$ cat config.mk
export PLATFORM = sky130hd
export DESIGN_NAME = bus_demultiplexer
export DESIGN_NICKNAME = d
export VERILOG_FILES = /design/src/rtl/bus_demultiplexer.sv
export SDC_FILE = /design/constraint.sdc
export NUM_CORES = 1
export LEC_CHECK = 0
export ABC_AREA = 0
export BUFFER_PORTS_ARGS = -buffer_cell sky130_fd_sc_hd__buf_4
export CAP_MARGIN = 20
export CORE_MARGIN = 2
export CORE_UTILIZATION = 49
export DETAILED_ROUTE_END_ITERATION = 16
export GPL_TIMING_DRIVEN = 0
export PLACE_DENSITY = 0.88
export SYNTH_ARGS = -nofsm -noshare
export SYNTH_HDL_FRONTEND = slang
export SYNTH_SLANG_ARGS = --single-unit
$ cat constraint.sdc
create_clock -name clk -period 2 [get_ports clk]
set_clock_uncertainty 0.15 [all_clocks]
set_input_delay 0 -clock clk [delete_from_list [all_inputs] [get_ports clk]]
set_output_delay 0 -clock clk [all_outputs]
set_load 0.02 [all_outputs]
$ cat src/rtl/bus_demultiplexer.sv
// bus_demultiplexer: registered 1-to-N demultiplexer with a one-entry holding register per channel
//   Ports:
//     clk          rising-edge clock
//     reset_n      asynchronous active-low reset
//     inBroadcast  (only with BUS_DEMUX_BROADCAST_EN) load every channel, ignoring inSelect
//     inData       producer data word
//     inSelect     destination channel index
//     inValid      producer has a word to transfer
//     inReady      block accepts the word this cycle
//     outData      flattened channel data; channel i at [i*dataWidth +: dataWidth]
//     outValid     per-channel holding register full
//     outReady     per-channel consumer accepts
//     acceptCount  accepted input transfers, wraps modulo 256
//   Optional feature macro: BUS_DEMUX_BROADCAST_EN
module bus_demultiplexer #(
    parameter int dataWidth = 8,
    parameter int selWidth = 2,
    localparam int numOutputs = 2 ** selWidth
) (
    input  logic                             clk,
    input  logic                             reset_n,
`ifdef BUS_DEMUX_BROADCAST_EN
    input  logic                             inBroadcast,
`endif
    input  logic [dataWidth-1:0]             inData,
    input  logic [selWidth-1:0]              inSelect,
    input  logic                             inValid,
    output logic                             inReady,
    output logic [numOutputs*dataWidth-1:0]  outData,
    output logic [numOutputs-1:0]            outValid,
    input  logic [numOutputs-1:0]            outReady,
    output logic [7:0]                       acceptCount
);
    // a channel can take a word if it is empty or being drained at the same edge
    logic [numOutputs-1:0] free;
    logic [numOutputs-1:0] load;
    logic                  accept;
    always_comb begin
        free = ~outValid | outReady;
`ifdef BUS_DEMUX_BROADCAST_EN
        load = inBroadcast ? '1 : numOutputs'(1) << inSelect;
        inReady = inBroadcast ? &free : free[inSelect];
`else
        load = numOutputs'(1) << inSelect;
        inReady = free[inSelect];
`endif
        accept = inValid && inReady;
    end
    // a fill wins over a drain on the same channel, so valid stays set
    always_ff @(posedge clk or negedge reset_n) begin
        if (!reset_n) begin
            outValid <= '0;
            outData <= '0;
            acceptCount <= '0;
        end else begin
            if (accept)
                acceptCount <= acceptCount + 8'd1;
            for (int i = 0; i < numOutputs; i++) begin
                if (accept && load[i]) begin
                    outData[i*dataWidth +: dataWidth] <= inData;
                    outValid[i] <= 1'b1;
                end else if (outReady[i]) begin
                    outValid[i] <= 1'b0;
                end
            end
        end
    end
endmodule

==> metrics <==
row cnt=21; cells after synthesis=119; CP startpoint kind=flip-flop; total track usage=0.218; Tot Pwr=2.79 mW; synthesized net count=137; clock tree buffer depth=2; global-route wire length before repair=6.66 mm; clk root buf=clkbuf_4; Hold-fix buffers, CTS=16; post-CTS setup buffer count=0; largest net degree at the start of global routing=45; 1st-pass router iterations=6; setup TNS=0 ns; Register Area=1100 µm²; Multi-input gate area=644 µm²; Yosys cell types=22; initial core utilization=0.518; Hold Crit Class=in2async; Worst Hold Slack=-0.00283 ns; worst skew pair latency=0.36 ns; clock sinks=44; num ports=62; Final ANT Viol Nets=0; proportion of layout cells with a drive suffix above 1=0.522; Die ar.=4110 µm²; total wire length=4.00 mm; Nets=220; synthesized area=1770 µm²; Final Hold Fails=2; H-tree depth=2; TritonCTS clock tree=yes; FMAX=0.545 GHz; # DRC=0; worst-path maximum fanout=8; Max Cap Violations=0; RSZ-0062 raised after global routing=false; Worst EP required=1.85 ns; CP max-delay cell=mux4_2; Peak VDD IR=605 µV; FF+latch count, synth=44; Worst Tran Pin Value=0.555 ns; vias per std cell=5.05; routed len/inst=16.1 µm; Fillers=244; Reg2Reg Launch Point=outValid[1]$_DFFE_PN0P_; Diodes inserted=0; CP Cell Sequence=nand2b_1 -> mux4_2 -> buf_4; kind of critical path=reg2out; Num CTS Buffers=5; DP HPWL=2.66 mm; Seq/Total Area, Yosys=0.622; initial antenna violation count=0; detailed router's first-iteration violation count=52; Synth Warn #=0; vias in the first global route=1303; Die Y-Extent=64.1 µm; Slew Limit Headroom=0.630; status=complete, but fails checks; Port-buffer cells=60; setup violators final=0; LEAKAGE=1.19 nW; DP Area=2280 µm²; DR vias=1257; failing checks=hold timing; PwrDens=1110 nW/µm²; Final Instance Area=2510 µm²; Placer Congestion=0.742; CP arrival=1.68 ns; global route overflow=0; worst setup path start=outValid[1]$_DFFE_PN0P_; Tmin final=1.83 ns; die width=64.1 µm; cts repair resizes=0; post-synthesis area per instance=14.9 µm²; max incr delay on CP=0.60 ns; Syn-to-layout area delta=42.0%; Worst-path clk slew=0.13 ns; fin crit share=0.917; Critical Path End Type=output pin; fin. max-slew vios=0; area of the core=3420 µm²
==> final cells by class <==
type	instances	share of cell area
Clock buffer	6	0.0164
Tap cell	46	0.0229
Multi-Input combinational cell	71	0.256
Buffer	3	0.00846
Clock inverter	2	0.0139
Sequential cell	44	0.438
Inverter	1	0.00149
Timing Repair Buffer	76	0.243
==> stage by stage <==
stage,setup WS [ns],cells,util,hold slack (ns)
2_1_floorplan,0.164,119,-,-0.446
4_1_cts,0.160,249,0.736,0.0129
3_5_place_dp,0.267,225,0.667,-0.126
5_1_grt,0.0979,249,0.736,0.00432
3_3_place_gp,0.316,225,0.667,-0.147
6_report,0.165,249,0.736,-0.00283
==> final timing paths <==
check                      slack, ns  depth (start not counted)                          to
max in group asynchronous       1.33                          2     outValid[0]$_DFFE_PN0P_
max reg2reg                     0.21                          4  acceptCount[1]$_DFFE_PN0P_
min in group clk                0.26                          4     outData[11]$_DFFE_PN0P_
min reg2reg                     0.33                          1  acceptCount[7]$_DFFE_PN0P_
max                             0.17                          3                     inReady
min                           -0.003                          2  acceptCount[7]$_DFFE_PN0P_
==> where the power goes <==
part           switching (mW)  internal (mW)  leakage (nW)
Combinational           0.498          0.498         0.620
Sequential              0.154           1.10         0.532
Clock                   0.281          0.262        0.0422
==> sequential cells by signal, summed over array words and instances, names as in the netlist <==
register	count
acceptCount	8
outValid	4
outData	32
==> cell usage after synthesis <==
cell	instances	area, µm²
nor2b_1	1	6.26
mux4_2	1	22.5
and4b_1	1	10.0
nor3b_4	1	18.8
mux2_4	1	15.0
and2_1	1	6.26
nand3_1	4	20.0
nor2_1	1	3.75
mux2_2	32	360
nand2b_1	4	25.0
and3_1	3	18.8
xnor2_1	7	61.3
ha_1	1	12.5
nand2_1	9	33.8
nand4_1	1	6.26
buf_2	2	10.0
dfrtp_1	44	1100
inv_1	1	3.75
o21ai_0	1	5.00
buf_6	1	11.3
nor3b_1	1	7.51
nand2_4	1	11.3
==> critical path: cells and delay by family, from the launching register on <==
kind / cells / cell delay [ns]
buf+inv: 1 / 0.21
flops: 1 / 0.40
mux: 1 / 0.60
simple gates: 1 / 0.12
==> layout by cell type, fill, tap and decap left out, drive strengths merged <==
master / Yosys / final
nor2b: 1 / 1
dlygate4sd3: 0 / 16
dfrtp: 44 / 44
and2: 1 / 1
ha: 1 / 1
nor2: 1 / 1
nand2: 10 / 10
buf: 3 / 63
mux2: 33 / 33
bufinv: 0 / 1
nor3b: 2 / 2
xnor2: 7 / 7
inv: 1 / 1
nand2b: 4 / 4
clkbuf: 0 / 6
mux4: 1 / 1
and3: 3 / 3
nand3: 4 / 4
o21ai: 1 / 1
nand4: 1 / 1
clkinv: 0 / 1
and4b: 1 / 1
==> metal layers <==
metal / up-vias / wire length [µm] / GRT usage / share of wire
met5: - / 0 / 0 / 0
met4: 0 / 14 / 0.0479 / 0.0035
met3: 4 / 343 / 0.0880 / 0.086
met2: 57 / 1980 / 0.350 / 0.49
met1: 617 / 1670 / 0.280 / 0.42
li1: 579 / - / - / -
==> kinds of logic after synthesis <==
| group | count (synthesis) | share of synthesized area |
|---|---|---|
| flops | 44 | 0.622 |
| mux | 34 | 0.225 |
| simple gates | 28 | 0.0947 |
| xor+xnor | 7 | 0.0346 |
| buf+inv | 4 | 0.0141 |
| compound gates | 1 | 0.00282 |
| fa+ha+maj | 1 | 0.00707 |
Note: power is estimated with default switching activity, not from simulation.
